===== src/rtl/mmio_interval_timer_pkg.sv =====
// Shared constants for the memory-mapped interval timer: register map,
// CTRL bit positions, bus region decode and FSM state encoding.
package mmio_interval_timer_pkg;

    localparam logic [1:0] REG_LOAD   = 2'd0;
    localparam logic [1:0] REG_CTRL   = 2'd1;
    localparam logic [1:0] REG_COUNT  = 2'd2;
    localparam logic [1:0] REG_STATUS = 2'd3;

    localparam int unsigned CTRL_EN   = 0;
    localparam int unsigned CTRL_AUTO = 1;

    localparam logic [1:0] TIMER_REGION = 2'b11;

    typedef enum logic [1:0] {
        ST_IDLE = 2'd0,
        ST_RUN  = 2'd1,
        ST_DONE = 2'd2
    } state_e;

endpackage


===== src/rtl/mmio_interval_timer_tick_gen.sv =====
// Prescaler: free-runs 0..PRESCALE-1 while enabled and flags the terminal
// count as a one-cycle tick; restart or disable forces it back to 0.
module tick_gen #(
    parameter int unsigned PRESCALE = 50000
) (
    input  logic Clock,
    input  logic Reset,
    input  logic enable,
    input  logic restart,
    output logic tick
);

    localparam int unsigned PW = $clog2(PRESCALE);
    localparam logic [PW-1:0] LAST = PW'(PRESCALE - 1);

    logic [PW-1:0] cnt_q, cnt_d;

    always_comb begin
        cnt_d = cnt_q + PW'(1);
        if (!enable || restart || (cnt_q == LAST)) begin
            cnt_d = '0;
        end
    end

    always_ff @(posedge Clock) begin
        if (Reset) begin
            cnt_q <= '0;
        end else begin
            cnt_q <= cnt_d;
        end
    end

    assign tick = enable && !restart && (cnt_q == LAST);

endmodule


===== src/rtl/mmio_interval_timer.sv =====
// Interval timer in bus region Addr[8:7]=2'b11: LOAD/CTRL/COUNT/STATUS
// registers, run/expiry FSM and a registered read port with 1-cycle latency.
module mmio_interval_timer
    import mmio_interval_timer_pkg::*;
#(
    parameter int unsigned PRESCALE = 50000,
    parameter int unsigned N        = 9
) (
    input  logic         Clock,
    input  logic         Reset,
    input  logic [8:0]   Addr,
    input  logic [N-1:0] Data,
    input  logic         W,
    output logic [N-1:0] Q,
    output logic         Tick,
    output logic         Expired
);

    state_e        state_q;
    logic [N-1:0]  load_q, count_q, q_q, rdata_d;
    logic          en_q, auto_q, expired_q;
    logic          sel, wr, wr_load, wr_ctrl, wr_count, wr_status;
    logic          tick, expire;
    logic          unused_addr;

    assign sel       = (Addr[8:7] == TIMER_REGION);
    assign wr        = W && sel;
    assign wr_load   = wr && (Addr[1:0] == REG_LOAD);
    assign wr_ctrl   = wr && (Addr[1:0] == REG_CTRL);
    assign wr_count  = wr && (Addr[1:0] == REG_COUNT);
    assign wr_status = wr && (Addr[1:0] == REG_STATUS);
    assign unused_addr = ^Addr[6:2];

    // Any CTRL write realigns the prescaler, so a start always gets a full first period.
    tick_gen #(.PRESCALE(PRESCALE)) u_tick_gen (
        .Clock   (Clock),
        .Reset   (Reset),
        .enable  (state_q == ST_RUN),
        .restart (wr_ctrl),
        .tick    (tick)
    );

    // A same-cycle COUNT or CTRL write overrides the tick; reset suppresses it.
    assign expire = tick && (count_q == '0) && !wr_count && !wr_ctrl && !Reset;

    always_comb begin
        rdata_d = '0;
        if (sel) begin
            case (Addr[1:0])
                REG_LOAD:   rdata_d = load_q;
                REG_CTRL:   rdata_d = {{(N-2){1'b0}}, auto_q, en_q};
                REG_COUNT:  rdata_d = count_q;
                default:    rdata_d = {{(N-1){1'b0}}, expired_q};
            endcase
        end
    end

    always_ff @(posedge Clock) begin
        if (Reset) begin
            state_q   <= ST_IDLE;
            load_q    <= '0;
            count_q   <= '0;
            en_q      <= 1'b0;
            auto_q    <= 1'b0;
            expired_q <= 1'b0;
            q_q       <= '0;
        end else begin
            q_q <= rdata_d;
            if (wr_load) begin
                load_q <= Data;
            end
            if (wr_status && Data[0]) begin
                expired_q <= 1'b0;
            end
            if (expire) begin
                expired_q <= 1'b1;
            end
            if (wr_ctrl) begin
                en_q   <= Data[CTRL_EN];
                auto_q <= Data[CTRL_AUTO];
                if (Data[CTRL_EN]) begin
                    count_q <= load_q;
                    state_q <= ST_RUN;
                end else begin
                    state_q <= ST_IDLE;
                end
            end else if (wr_count) begin
                count_q <= Data;
            end else if (tick) begin
                if (count_q != '0) begin
                    count_q <= count_q - N'(1);
                end else if (auto_q) begin
                    count_q <= load_q;
                end else begin
                    en_q    <= 1'b0;
                    state_q <= ST_DONE;
                end
            end
        end
    end

    assign Q       = q_q;
    assign Tick    = expire;
    assign Expired = expired_q;

endmodule


===== config.mk =====
export PLATFORM = sky130hd
export DESIGN_NAME = mmio_interval_timer
export DESIGN_NICKNAME = d
export VERILOG_FILES = /design/src/rtl/mmio_interval_timer_pkg.sv /design/src/rtl/mmio_interval_timer_tick_gen.sv /design/src/rtl/mmio_interval_timer.sv
export SDC_FILE = /design/constraint.sdc
export NUM_CORES = 1
export LEC_CHECK = 0
export CELL_PAD_IN_SITES_DETAIL_PLACEMENT = 0
export CELL_PAD_IN_SITES_GLOBAL_PLACEMENT = 1
export CORE_UTILIZATION = 44
export CTS_BUF_LIST = sky130_fd_sc_hd__clkbuf_16
export DETAILED_ROUTE_END_ITERATION = 8
export MAX_ROUTING_LAYER = met4
export PLACE_DENSITY_LB_ADDON = 0.1
export SYNTH_ARGS = -nofsm -noshare
export SYNTH_HDL_FRONTEND = slang
export SYNTH_SLANG_ARGS = --single-unit

===== constraint.sdc =====
create_clock -name Clock -period 5.8 [get_ports Clock]
set_clock_uncertainty 0.2 [all_clocks]
set_input_delay 0.58 -clock Clock [delete_from_list [all_inputs] [get_ports Clock]]
set_output_delay 0.58 -clock Clock [all_outputs]
set_load 0.05 [all_outputs]

==> results of run 1 <==
logic make-up (layout without fill, tap and decap cells):
kind of cell             after synthesis  count (layout)  synth area share
adder cells (fa/ha/maj)                2               2           0.01108
multiplexers                          17              17           0.08093
XOR/XNOR                              15              15           0.05821
flip-flops                            47              47            0.4169
AND/OR/NAND/NOR                      111             111            0.2550
buffers and inverters                 20              44           0.03936
AO/OA/AOI/OAI                         42              42            0.1386
per-layer routing:
metal	share of wire	routed length, um	GRT usage	up-vias
met5	0	0	-	-
met4	0.0062	31	0.07051	0
met3	0.027	133	0.03704	2
met2	0.50	2474	0.3272	19
met1	0.47	2356	0.2713	873
li1	-	-	-	958
final timing paths:
| path | depth (start not counted) | from | slack (ns) | to |
|---|---|---|---|---|
| hold / removal | 1 | u_tick_gen.cnt_q[0] | 0.24 | u_tick_gen.cnt_q[0] |
| hold reg to reg | 1 | u_tick_gen.cnt_q[0] | 0.24 | u_tick_gen.cnt_q[0] |
| setup reg to reg | 7 | count_q[0] | 3.23 | count_q[7] |
| setup / recovery | 6 | Addr[1] | 1.73 | Tick |
cells in the mapped netlist (all sizes together), types with 4 or more instances:
cell type  instances
a211oi             4
a21oi             12
a222oi             7
and3               4
buf                7
clkbuf             5
dfxtp             47
inv                8
mux2i             16
nand2             11
nand2b             6
nand3              6
nand4              5
nor2              48
nor2b              5
nor3               5
nor3b              4
o21ai              4
xnor2              8
xor2               7
state kept, by name, summed over array words and instances (netlist names):
register / count
auto_q: 1
state_q: 1
load_q: 9
Q: 9
u_tick_gen.cnt_q: 16
count_q: 9
en_q: 1
Expired: 1
metrics by stage:
stage               hold slack [ns]  instances
global placement             0.2243        337
finish                       0.2443        345
detailed placement           0.2360        337
floorplan                    0.2132        254
global route                 0.2657        345
CTS                          0.2492        345
where the power goes:
part           switching, mW  total (mW)  internal, mW
sequential           0.00242       0.327         0.325
clock                  0.119       0.322         0.203
combinational         0.0317      0.0590        0.0273
total                  0.153       0.708         0.555
cell type report:
type,count,area (um^2),area share
Multi-Input combinational cell,187,1227,0.4502
Clock buffer,5,125.1,0.04589
Tap cell,67,83.83,0.03075
Clock inverter,3,43.79,0.01606
Sequential cell,47,940.9,0.3451
Inverter,8,30.03,0.01101
Timing Repair Buffer,28,275.3,0.1010
==> flow_summary_export.csv, run 1 <==
group,metric,value,unit
outcome,status,"finished clean",
logic_synthesis,syn_area_per_cell,8.886,um^2
clock_tree,clock_latency,0.28,ns
worst_hold_path,holdCritPathClass,"reg -> reg",
setup_path,crit_fanout,17,
cells_and_area,drive_above_1_share,0.06115,
sta,min_period,4.070,ns
power_and_ir_drop,pwr_density_cell,259.8,nW/um^2
logic_synthesis,synthTopCellsByArea,"dfxtp_1, nor2_1, mux2i_1",
clock_tree,htree_num_levels,2,
clock_tree,cts_made_buffers,5,
route,drt-initial-drc-count,99,
cells_and_area,antennaDiodeCount,0,
logic_synthesis,ys_ff_latch,47,
sta,max_freq,245.7,MHz
clock_tree,cts_tree,"yes",
sta,worst_slack,1.730,ns
clock_tree,cts_sinks,47,
logic_synthesis,syn_inst,254,
route,vias,1852,
placement,port_buffers,26,
placement,dp.final_hpwl,3589,um
setup_path,required,5.02,ns
setup_path,worstSetupEndpointType,"primary output",
clock_tree,cts_hold_buf,0,
route,drt_pass1_iterations,4,
grt,grt_remaining_overflow,0,
logic_synthesis,yosysTopAreaCellShare,0.4169,
power_and_ir_drop,ir_drop,0.0001717,V
cells_and_area,fill_cells,475,
clock_tree,postCtsResizedCells,0,
clock_tree,post_cts_buffers,0,
logic_synthesis,async_reset_ff_frac,0,
placement,dp_slack,1.722,ns
setup_path,path_cells,"clkdlybuf4s50_1 > nor2b_1 > a211oi_2 > nand4b_1 > nor3_1 > clkdlybuf4s50_1",
run,maxCapViolCount,0,
route,avgViaCountPerCell,5.368,
sta,slew_headroom,0.4124,
setup_path,startpoint_type,"input port",
sta,period_share,0.7018,
floorplanning,core,4817,um^2
placement,place_congestion,0.7902,
placement,dpl-instance-area,2557,um^2
route,drc,0,
sta,setup_viol,0,
setup_path,crit_top_cell,"clkdlybuf4s50_1",
grt,grt_pass1_wl,8224,um
clock_tree,clock-root-buffer,"clkbuf_16",
sta,tightestPinTransition,0.8747,ns
logic_synthesis,synth_warnings,0,
sta,final_hold_viol_count,0,
setup_path,slowest_delay,0.83,ns
route,routedWlPerCell,14.48,um
setup_path,cpMaxStageDelayCell,"clkdlybuf4s50_1",
setup_path,critical-path-top-delay-family,"buffers and inverters",
floorplanning,rows,25,
floorplanning,start_util,0.4686,
grt,antenna_found_initial,0,
floorplanning,die-area,5421,um^2
logic_synthesis,yosys.area.top_type,"dfxtp_1",
clock_tree,ctsLongestPathBuffers,2,
setup_path,crit_type,"in -> out",
cells_and_area,mostFrequentLayoutCells,"nor2_1, dfxtp_1, clkdlybuf4s50_1",
cells_and_area,finalNetCount,300,
power_and_ir_drop,power,708.3,uW
sta,setup-tns-final,0,ns
sta,slew_viol_final,0,
cells_and_area,syn_to_final_growth,20.79,%
setup_path,crit_arrival,3.29,ns
logic_synthesis,syn_nets,277,
logic_synthesis,synth_edf_count,0,
route,wl,4996,um
clock_tree,clk_pin_slew,0.06,ns
logic_synthesis,ys_types,51,
sta,rsz0062_at_grt,"no",
cells_and_area,mostFrequentLayoutCell,"nor2_1",
grt,grt_usage,0.2087,
floorplanning,die_y,73.63,um
cells_and_area,fin_area,2726,um^2
grt,grt_pass1_vias,1677,
floorplanning,die_x,73.63,um
logic_synthesis,ys_seq_area_frac,0.4169,
setup_path,crit_buf_inv,2,
logic_synthesis,synth_top_flop_cell,"dfxtp_1",
logic_synthesis,netlist_area,2257,um^2
power_and_ir_drop,p_leak,0.9225,nW
cells_and_area,final_core_util,0.5660,
floorplanning,pin_count,32,
grt,grt_max_degree,31,
route,ant_nets,0,
Note: power is estimated with default switching activity, not from simulation.
==> run 2: changes to the inputs <==
Settings changed: CORE_UTILIZATION 44 to 41.
Clock period 5.8 ns to 3.9 ns, I/O delays scaled along.
==> run 2 against run 1 <==
Sequential share of layout area increased by 0.18 points. Clock power is 24% higher. Worst hold slack lost 0.0044 ns. Global-route usage shrank 0.32 points. Count of clock-buffer cells in the layout unchanged.
==> flow_summary_export.csv, run 2 (synthesis results as in run 1) <==
group,metric,value,unit
clock_tree,cts_hold_buf,0,
grt,grt_pass1_wl,9059,um
sta,rsz0062_at_grt,"no",
placement,place_congestion,0.7922,
cells_and_area,antennaDiodeCount,0,
clock_tree,clock-root-buffer,"clkbuf_16",
route,ant_nets,0,
floorplanning,die_x,76.20,um
route,avgViaCountPerCell,5.427,
grt,grt_usage,0.2055,
floorplanning,die-area,5806,um^2
clock_tree,cts_made_buffers,5,
setup_path,r2r_cells,7,
clock_tree,htree_num_levels,2,
route,vias,1894,
power_and_ir_drop,pwr-share-seq,0.499,
sta,worst_slack,0.7582,ns
sta,setup_viol,0,
setup_path,path_cells,"inv_1 > ha_1 > or4b_1 > a211oi_2 > nand4b_1 > nor3_1 > buf_4",
cells_and_area,finalNetCount,302,
setup_path,crit_arrival,2.55,ns
setup_path,cpMaxStageDelayCell,"or4b_1",
power_and_ir_drop,ir_drop,0.0001883,V
floorplanning,start_util,0.4337,
cells_and_area,mostFrequentLayoutCells,"nor2_1, dfxtp_1, clkdlybuf4s50_1",
sta,final_hold_viol_count,0,
route,drt-initial-drc-count,122,
route,wl,5253,um
floorplanning,rows,26,
floorplanning,core,5205,um^2
power_and_ir_drop,power_frac_comb,0.092,
clock_tree,clk_pin_slew,0.06,ns
sta,min_period,3.142,ns
setup_path,crit_path_start,"count_q[0]",
power_and_ir_drop,switchingPower,221.4,uW
sta,period_share,0.8056,
setup_path,r2r-start,"count_q[0]",
placement,dp_slack,1.041,ns
sta,setup-tns-final,0,ns
sta,max_freq,318.3,MHz
setup_path,crit_type,"reg -> out",
sta,slew_headroom,0.5032,
sta,tightestPinTransition,0.7371,ns
floorplanning,pin_count,32,
power_and_ir_drop,p_leak,0.9193,nW
grt,grt_pass1_vias,1841,
worst_hold_path,holdPathStages,1,
cells_and_area,syn_to_final_growth,20.18,%
clock_tree,postCtsResizedCells,0,
worst_hold_path,holdCritPathClass,"reg -> reg",
sta,slew_viol_final,0,
clock_tree,cts_tree,"yes",
setup_path,required,3.31,ns
setup_path,startpoint_type,"register",
setup_path,slowest_delay,0.60,ns
run,maxCapViolCount,0,
cells_and_area,largest_register_ffs,16,
cells_and_area,fill_cells,530,
setup_path,crit_fanout,6,
setup_path,critPathCapture,"Tick",
cells_and_area,top_register,"u_tick_gen.cnt_q",
outcome,status,"finished clean",
grt,antenna_found_initial,0,
power_and_ir_drop,swShare,0.2268,
cells_and_area,mostFrequentLayoutCell,"nor2_1",
route,routedWlPerCell,15.05,um
clock_tree,ctsLongestPathBuffers,2,
clock_tree,clock_latency,0.29,ns
cells_and_area,drive_above_1_share,0.06810,
clock_tree,post_cts_buffers,0,
clock_tree,cts_sinks,47,
route,drc,0,
route,drt_pass1_iterations,5,
grt,grt_remaining_overflow,0,
grt,grt_max_degree,17,
setup_path,worstSetupEndpointType,"primary output",
power_and_ir_drop,pwr-share-clk,0.410,
floorplanning,die_y,76.20,um
power_and_ir_drop,pwr_density_cell,359.9,nW/um^2
setup_path,rrSetupSlack,1.32,ns
power_and_ir_drop,p_int,754.9,uW
placement,port_buffers,26,
setup_path,r2r_end,"count_q[4]",
placement,dp.final_hpwl,3713,um
-- run 2: cell count changes in the layout (fill, tap and decap cells not counted) --
cell	before	now
nor3_2	1	2
clkdlybuf4s50_1	26	25
nor3_1	4	3
buf_4	2	5
bufinv_16	1	0
clkinv_4	1	0
clkinv_1	0	1
-- run 2: worst min-delay path by stage --
stage	endpoint	startpoint	slack [ns]
floorplan	u_tick_gen.cnt_q[0]	u_tick_gen.cnt_q[0]	0.21
CTS	u_tick_gen.cnt_q[0]	u_tick_gen.cnt_q[0]	0.25
finish	u_tick_gen.cnt_q[0]	u_tick_gen.cnt_q[0]	0.24
global route	u_tick_gen.cnt_q[0]	u_tick_gen.cnt_q[0]	0.27
detailed placement	u_tick_gen.cnt_q[0]	u_tick_gen.cnt_q[0]	0.24
global placement	u_tick_gen.cnt_q[0]	u_tick_gen.cnt_q[0]	0.23
-- run 2: power groups by stage --
stage                     Sequential, mW  Clock [mW]  Combinational [mW]
after floorplan                    0.497           0              0.0594
after global routing               0.487       0.436              0.0986
after CTS                          0.487       0.415              0.0897
final                              0.487       0.400              0.0894
after detailed placement           0.498           0              0.0890
after global placement             0.498           0              0.0887
-- run 2: layout make-up --
class,instances,area [um^2],area share
multi-input combinational,187,1232,0.4543
sequential,47,940.9,0.3469
timing repair buffer,30,287.8,0.1061
clock buffer,5,125.1,0.04613
tap,70,87.58,0.03229
inverter,8,30.03,0.01107
clock inverter,2,8.758,0.003229
-- run 2: stage by stage --
step                      utilization  instance area [um^2]  instances  power [mW]  hold WS, ns
after floorplan                     -                  2257        254      0.5564       0.2132
after global placement         0.4954                  2579        342      0.5864       0.2261
after detailed placement       0.4954                  2579        342      0.5866       0.2367
after CTS                      0.5212                  2713        349      0.9913       0.2454
after global routing           0.5212                  2713        349       1.022       0.2740
final                          0.5212                  2713        349      0.9763       0.2400
-- run 2: worst max-delay path: cells and delay by family (launching register included) --
| family | cells | cell delay [ns] |
|---|---|---|
| fa+ha+maj | 1 | 0.26 |
| compound gates | 1 | 0.25 |
| flops | 1 | 0.36 |
| buf+inv | 2 | 0.34 |
| simple gates | 3 | 1.06 |
-- run 2: per-layer routing --
layer / track usage / part of all wire / vias to the layer above
li1: - / - / 965
met1: 0.2513 / 0.47 / 890
met2: 0.3345 / 0.48 / 31
met3: 0.04311 / 0.035 / 8
met4: 0.07500 / 0.017 / 0
met5: - / 0 / -
